File: config.mk
export PLATFORM = sky130hd
export DESIGN_NAME = odata_frame_packer_flat
export DESIGN_NICKNAME = d
export VERILOG_FILES = /design/src/rtl/odata_frame_packer_if.sv /design/src/rtl/odata_frame_packer.sv /design/src/flat_wrapper.sv
export SDC_FILE = /design/constraint.sdc
export NUM_CORES = 1
export LEC_CHECK = 0
export ABC_CLOCK_PERIOD_IN_PS = 2100
export CAP_MARGIN = 25
export CORE_MARGIN = 8
export CORE_UTILIZATION = 48
export CTS_BUF_LIST = sky130_fd_sc_hd__clkbuf_16
export CTS_CLUSTER_SIZE = 20
export DETAILED_ROUTE_END_ITERATION = 8
export PLACE_DENSITY_LB_ADDON = 0.08
export SYNTH_ARGS = -nofsm -noshare
export SYNTH_HDL_FRONTEND = slang
export SYNTH_SLANG_ARGS = --single-unit
File: constraint.sdc
create_clock -name clock -period 2.1 [get_ports clock]
set_input_delay 0.42 -clock clock [delete_from_list [all_inputs] [get_ports clock]]
set_output_delay 0.42 -clock clock [all_outputs]
set_load 0.01 [all_outputs]
File: src/rtl/odata_frame_packer_if.sv
// Stream bundle between the upstream output stage, the frame packer and the AXI-stream sink.
// The slave view is the packer itself; the master view is whatever drives idata and consumes the stream.
interface odata_frame_packer_if #(
  parameter int DSIZE = 8
);
  logic [DSIZE-1:0] idata;
  logic             ivalid;
  logic [DSIZE-1:0] axis_tdata;
  logic             axis_tvalid;
  logic             axis_tready;
  logic             axis_tlast;

  modport slave (
    input  idata,
    input  ivalid,
    input  axis_tready,
    output axis_tdata,
    output axis_tvalid,
    output axis_tlast
  );

  modport master (
    output idata,
    output ivalid,
    output axis_tready,
    input  axis_tdata,
    input  axis_tvalid,
    input  axis_tlast
  );
endinterface

File: src/rtl/odata_frame_packer.sv
// Buffers a non-stallable word stream in a small FWFT FIFO and emits it as AXI-stream
// frames of FRAME_LEN beats, with a sticky drop flag and a completed-frame counter.
module odata_frame_packer #(
  parameter int DSIZE      = 8,
  parameter int FRAME_LEN  = 16,
  parameter int FIFO_DEPTH = 4
) (
  input  logic                  clock,
  input  logic                  rst_n,
  odata_frame_packer_if.slave   bus,
  output logic                  overflow,
  output logic [15:0]           frame_cnt
);
  localparam int AW = $clog2(FIFO_DEPTH);
  localparam int OW = AW + 1;
  localparam int BW = (FRAME_LEN > 1) ? $clog2(FRAME_LEN) : 1;
  localparam logic [OW-1:0] DEPTH_CNT = OW'(FIFO_DEPTH);
  localparam logic [BW-1:0] LAST_BEAT = BW'(FRAME_LEN - 1);

  logic [DSIZE-1:0] mem [FIFO_DEPTH];
  logic [AW-1:0]    wr_ptr;
  logic [AW-1:0]    rd_ptr;
  logic [OW-1:0]    occ;
  logic [BW-1:0]    beat_cnt;
  logic [15:0]      frame_cnt_q;
  logic             overflow_q;

  logic full;
  logic empty;
  logic wr_en;
  logic pop;
  logic last_beat;

  // Full is judged on occupancy at the start of the cycle, so a same-cycle pop never rescues a word.
  assign full      = (occ == DEPTH_CNT);
  assign empty     = (occ == '0);
  assign wr_en     = bus.ivalid & ~full;
  assign pop       = ~empty & bus.axis_tready;
  assign last_beat = (beat_cnt == LAST_BEAT);

  // Data is gated by empty so the bus reads zero in reset and idle without resetting the array.
  assign bus.axis_tvalid = ~empty;
  assign bus.axis_tdata  = empty ? '0 : mem[rd_ptr];
  assign bus.axis_tlast  = ~empty & last_beat;
  assign overflow        = overflow_q;
  assign frame_cnt       = frame_cnt_q;

  always_ff @(posedge clock) begin
    if (wr_en) begin
      mem[wr_ptr] <= bus.idata;
    end
  end

  always_ff @(posedge clock or negedge rst_n) begin
    if (!rst_n) begin
      wr_ptr <= '0;
      rd_ptr <= '0;
      occ    <= '0;
    end else begin
      if (wr_en) begin
        wr_ptr <= wr_ptr + 1'b1;
      end
      if (pop) begin
        rd_ptr <= rd_ptr + 1'b1;
      end
      case ({wr_en, pop})
        2'b10:   occ <= occ + 1'b1;
        2'b01:   occ <= occ - 1'b1;
        default: occ <= occ;
      endcase
    end
  end

  // Frame position advances on transfers only; input gaps and sink stalls leave it untouched.
  always_ff @(posedge clock or negedge rst_n) begin
    if (!rst_n) begin
      beat_cnt    <= '0;
      frame_cnt_q <= '0;
    end else if (pop) begin
      if (last_beat) begin
        beat_cnt    <= '0;
        frame_cnt_q <= frame_cnt_q + 16'd1;
      end else begin
        beat_cnt    <= beat_cnt + 1'b1;
      end
    end
  end

  always_ff @(posedge clock or negedge rst_n) begin
    if (!rst_n) begin
      overflow_q <= 1'b0;
    end else if (bus.ivalid && full) begin
      overflow_q <= 1'b1;
    end
  end
endmodule
File: src/flat_wrapper.sv
// flat-port wrapper written by rule: the top's interface ports become plain ports
module odata_frame_packer_flat 
#(
  parameter int DSIZE      = 8,
  parameter int FRAME_LEN  = 16,
  parameter int FIFO_DEPTH = 4
)
  (clock, rst_n, overflow, frame_cnt, bus_idata, bus_ivalid, bus_axis_tready, bus_axis_tdata, bus_axis_tvalid, bus_axis_tlast);
  odata_frame_packer_if #(.DSIZE(DSIZE)) bus_i ();
  input  logic clock;
  input  logic rst_n;
  output logic overflow;
  output logic [15:0] frame_cnt;
  input wire logic [$bits(bus_i.idata)-1:0] bus_idata;
  input wire logic [$bits(bus_i.ivalid)-1:0] bus_ivalid;
  input wire logic [$bits(bus_i.axis_tready)-1:0] bus_axis_tready;
  output wire logic [$bits(bus_i.axis_tdata)-1:0] bus_axis_tdata;
  output wire logic [$bits(bus_i.axis_tvalid)-1:0] bus_axis_tvalid;
  output wire logic [$bits(bus_i.axis_tlast)-1:0] bus_axis_tlast;
  assign bus_i.idata = bus_idata;
  assign bus_i.ivalid = bus_ivalid;
  assign bus_i.axis_tready = bus_axis_tready;
  assign bus_axis_tdata = bus_i.axis_tdata;
  assign bus_axis_tvalid = bus_i.axis_tvalid;
  assign bus_axis_tlast = bus_i.axis_tlast;
  odata_frame_packer #(.DSIZE(DSIZE), .FRAME_LEN(FRAME_LEN), .FIFO_DEPTH(FIFO_DEPTH)) u_core (.clock(clock), .rst_n(rst_n), .bus(bus_i), .overflow(overflow), .frame_cnt(frame_cnt));
endmodule
## Word level (Yosys, flattened, before mapping)

Memories as Yosys holds them, arrays and structs flattened.
Index checks and enable logic that the tools add are counted.

| cells by class | value |
|---|---|
| bitwise operators | 5 |
| muxes and demuxes | 5 |
| reductions and logical operators | 4 |
| equality and inequality tests | 4 |
| add/subtract/negate cells | 6 |

Operators with widths:

| operator | count |
|---|---|
| $add A16 B1 Y16 const B | 1 |
| $mux W8 | 1 |
| $pmux W3 S2 | 1 |
| $add A2 B1 Y2 const B | 2 |
| $add A4 B1 Y4 const B | 1 |
| $eq A4 B4 Y1 const B | 1 |
| $mux W4 | 1 |
| $add A3 B1 Y3 const B | 1 |
| $and A1 B1 Y1 | 3 |
| $eq A3 B3 Y1 const B | 1 |
| $logic_not A3 Y1 | 1 |
| $sub A3 B1 Y3 const B | 1 |
| $eq A2 B1 Y1 const B | 1 |
| $eq A2 B2 Y1 const B | 1 |
| $mux W1 | 2 |
| $not A1 Y1 | 2 |
| $reduce_and A2 Y1 | 1 |
| $reduce_bool A2 Y1 | 1 |
| $logic_and A1 B1 Y1 | 1 |

| storage, ports and cells | value |
|---|---|
| memories kept | 1 |
| bits in writable memories | 32 |
| bits of input ports | 12 |
| flip-flop bits (word level) | 28 |
| logic and storage cells | 31 |

Memories:

| memory | words | width | read ports | clocked after Yosys merged registers in | write ports | RTL line | RTL |
|---|---|---|---|---|---|---|---|
| u_core.mem | 4 | 8 | 1 | 0 | 1 | odata_frame_packer.sv:20 | `logic [DSIZE-1:0] mem [FIFO_DEPTH];` |

## Depth between registers and ports, before layout

| depth | value |
|---|---|
| depth after elaboration | 5 |
| depth in mapped cells | 9 |

## Worst setup path before layout

Ideal clock, no wire load.

| timing | value |
|---|---|
| path kind | register to register |
| from | register u_core.occ[2] |
| to | register u_core.occ[2] |
| setup slack | -0.055 ns |
| data required time | 1.975 ns |
| data arrival time | 2.030 ns |
| period minus slack after synthesis | 2.155 ns |
| setup time | 0.125 ns |
| stages on the path, launching flop included | 9 |
| path through | dfrtp_1 -> o31ai_1 -> inv_1 -> ha_1 -> inv_1 -> fa_1 -> xor2_1 -> nor2_1 -> xor2_1 |

| between the ends | value |
|---|---|
| longest elaborated chain between the ends | 5 |

RTL lines:

| element | RTL line | RTL |
|---|---|---|
| from (decl) | odata_frame_packer.sv:23 | `logic [OW-1:0] occ;` |
| from (signal assigned) | odata_frame_packer.sv:67 | `2'b10: occ <= occ + 1'b1;` |
| from (signal assigned) | odata_frame_packer.sv:68 | `2'b01: occ <= occ - 1'b1;` |
| $logic_not A3 Y1 * | odata_frame_packer.sv:36 | `assign empty = (occ == '0);` |
| $not A1 Y1 * | odata_frame_packer.sv:38 | `assign pop = ~empty & bus.axis_tready;` |
| $and A1 B1 Y1 * | odata_frame_packer.sv:38 |  |
| named net u_core.pop | odata_frame_packer.sv:31 | `logic pop;` |
| $eq A2 B1 Y1 or $eq A2 B2 Y1 (tied branches) | odata_frame_packer.sv:66 | `case ({wr_en, pop})` |
| $pmux W3 S2 or $reduce_bool A2 Y1 (tied branches) | -- |  |

The timed path passes the listed nets; every way through them passes the cells marked *.
A chain may end at the register's enable or synchronous reset.

## Worst setup path after layout

| timing | value |
|---|---|
| from | register u_core.rd_ptr[0] |
| to | output bus_axis_tdata[7] |

| between the ends | value |
|---|---|
| longest elaborated chain between the ends | 2 |

RTL lines:

| element | RTL line | RTL |
|---|---|---|
| from (decl) | odata_frame_packer.sv:22 | `logic [AW-1:0] rd_ptr;` |
| from (signal assigned) | odata_frame_packer.sv:64 | `rd_ptr <= rd_ptr + 1'b1;` |
| $mem_v2 Z4 W8 | -- |  |
| $mux W8 | odata_frame_packer.sv:43 | `assign bus.axis_tdata = empty ? '0 : mem[rd_ptr];` |
| to (decl) | flat_wrapper.sv:17 | `output wire logic [$bits(bus_i.axis_tdata)-1:0] bus_axis_tdata;` |

No other way between the ends.

==> out/results.ini <==
[placed_design]
dpl_cell_area_um2 = 3140
pre_cts_ws_ns = -0.132
dp_hpwl_um = 3490
portBuffers = 38
numPlacedInstances = 293
routabilityCongestion = 0.732

[final_layout]
drive_gt1_frac = 0.240
finalNetCount = 257
nFillCells = 406
final_common_cell = edfxtp_1
multi_input_comb_area_um2 = 887
final_area_um2 = 3450
seqCellArea_um2 = 1660
final_cells = 312
mostFrequentLayoutCells = edfxtp_1, clkdlybuf4s50_1, dfrtp_1, buf_4, nand2_1
area_delta_synth_final_pct = 34.8
antenna_cells = 0

[critical_path]
rr_worst_depth = 6
crit_type = flip-flop to primary output
cp_max_fo = 8
required_ns = 1.68
critPathLaunchType = flip-flop
cp-end-kind = primary output
worstPathArrival_ns = 1.63

[floorplanning]
pin_count = 39
die-width_um = 89.0
start_util = 0.498
die_h_um = 89.0
rows = 26
coreArea_um2 = 5140
dieArea_um2 = 7930

[clock_tree]
cts_max_level = 3
cts-root-buf = clkbuf_16
clk_pin_slew_ns = 0.05
cts_buffer_depth = 2
clock-sinks = 60
worstSkewPairLatency_ns = 0.32
cts_buffers = 9
cts_tree = done
postCtsHoldBufs = 0

[routing]
drc = 0
viasPerCell = 5.12
post_drt_wl_per_cell_um = 15.8
dr.pass1.iters = 4
drt_iter0_drc = 76
drt.antenna.violating_nets = 0
num_vias = 1598
wirelength_um = 4930

[grt]
overflow = 0
grt_pass1_vias = 1690
grt_max_degree = 29
grtUsageTotal = 0.141
grt_pass1_wl_um = 8240
antenna_found_initial = 0

[pwr]
pwr_density_cell_nw_per_um2 = 1310
vdd_drop_max_uv = 695
p_leak_nw = 1.43

[timing]
tns_ns = 0
hold_viol = 0
min_period_ns = 2.05
worst_slack_ns = 0.0537
clock_skew_ns = 0.00393
setup_viol = 0
tightest_slew_ns = 0.453
timing.fmax_mhz = 489
period_share = 0.974
rsz0062_at_grt = yes
slew_viol_final = 0
relSlewSlack = 0.698

[logic_synthesis]
synth_edf_count = 32
ys_seq_area_frac = 0.649
syn_area_um2 = 2560
syn_area_per_cell_um2 = 14.7
yosys_warnings = 0
ys.flop_type = edfxtp_1
synthArstFlopShare = 0.467
ys_types = 31
syn_nets = 194
syn_inst = 174
synth_seq_cells = 60

[min_path]
hold_class = flip-flop to flip-flop
hold_path_depth = 1

[job]
maxCapViolations = 0

[status]
run_status = finished, final reports clean

[what timing repair did]
item | in CTS | in global routing
buffers inserted | 3 | 0
resized for setup | 33 | 9
endpoints found under the setup margin | 10 | 8
[path summary, 6_finish.rpt]
| kind | to | slack (ns) | startpoint |
|---|---|---|---|
| max reg2reg | u_core.frame_cnt[15]$_DFFE_PN0P_ | 0.14 | u_core.occ[0]$_DFFE_PN0P_ |
| max in group asynchronous | u_core.occ[2]$_DFFE_PN0P_ | 1.34 | rst_n |
| min | u_core.frame_cnt[15]$_DFFE_PN0P_ | 0.47 | u_core.frame_cnt[15]$_DFFE_PN0P_ |
| min in group asynchronous | u_core.frame_cnt[13]$_DFFE_PN0P_ | 0.48 | rst_n |
| max | bus_axis_tdata[7] | 0.05 | u_core.rd_ptr[0]$_DFFE_PN0P_ |
| min reg2reg | u_core.frame_cnt[15]$_DFFE_PN0P_ | 0.47 | u_core.frame_cnt[15]$_DFFE_PN0P_ |
[state kept, by name (all words and copies together), names as in the netlist]
register and count:
u_core.rd_ptr 2, u_core.overflow 1, u_core.beat_cnt 4, u_core.mem 32, u_core.wr_ptr 2, u_core.occ 3, u_core.frame_cnt 16
[worst max-delay path, cell delays in order (launching register included)]
cell and delay (ns):
dfrtp_1 0.39, buf_12 0.16, mux4_2 0.49, nor2b_1 0.14
buf_2 0.14
[where the power goes]
part	leakage [nW]	switching (W)	internal, W
Sequential	0.655	0.000209	0.00152
Combinational	0.642	0.000635	0.000765
Clock	0.129	0.000484	0.000907
Total	1.43	0.00133	0.00319
[through the flow]
step	hold slack (ns)	utilization	power [W]
6_report	0.472	0.672	0.00452
5_1_grt	0.503	0.672	0.00480
4_1_cts	0.477	0.664	0.00450
3_5_place_dp	0.466	0.611	0.00316
3_3_place_gp	0.455	0.611	0.00308
2_1_floorplan	0.124	-	0.00247
[layout make-up]
class | instances | area share
inverter | 8 | 0.00870
clock inverter | 7 | 0.0196
clock buffer | 9 | 0.0652
multi-input combinational | 103 | 0.257
sequential | 60 | 0.482
tap | 70 | 0.0254
timing repair buffer | 55 | 0.142
[cell families (layout without fill, tap and decap cells)]
family          Yosys count  after routing  share of synthesized area
flops                    60             60                      0.649
simple gates             55             55                      0.119
xor+xnor                 22             22                     0.0752
buf+inv                  11             79                     0.0166
mux                      10             10                     0.0787
fa+ha+maj                 8              8                     0.0420
compound gates            8              8                     0.0195
[routing by layer]
layer  GRT usage  vias to the layer above  wire [um]
li1            -                      748          -
met1       0.166                      818       2130
met2       0.228                       26       2520
met3      0.0404                        6        203
met4      0.0770                        0         79
met5           0                        -          0
[Yosys cell counts (2+ instances only)]
master / number / share of area
inv_1: 8 / 0.012
and3_1: 2 / 0.0049
xnor2_1: 12 / 0.041
o21ai_0: 4 / 0.0078
and2_1: 4 / 0.0098
nor2b_1: 8 / 0.020
dfrtp_1: 28 / 0.27
mux4_2: 8 / 0.070
ha_1: 7 / 0.034
nor3_1: 4 / 0.0078
nand3_1: 5 / 0.0098
nand4_1: 4 / 0.0098
clkbuf_1: 2 / 0.0029
nor2_1: 7 / 0.010
xor2_1: 10 / 0.034
edfxtp_1: 32 / 0.38
nand2_1: 15 / 0.022
No activity file was read; power rests on OpenSTA's default activity.
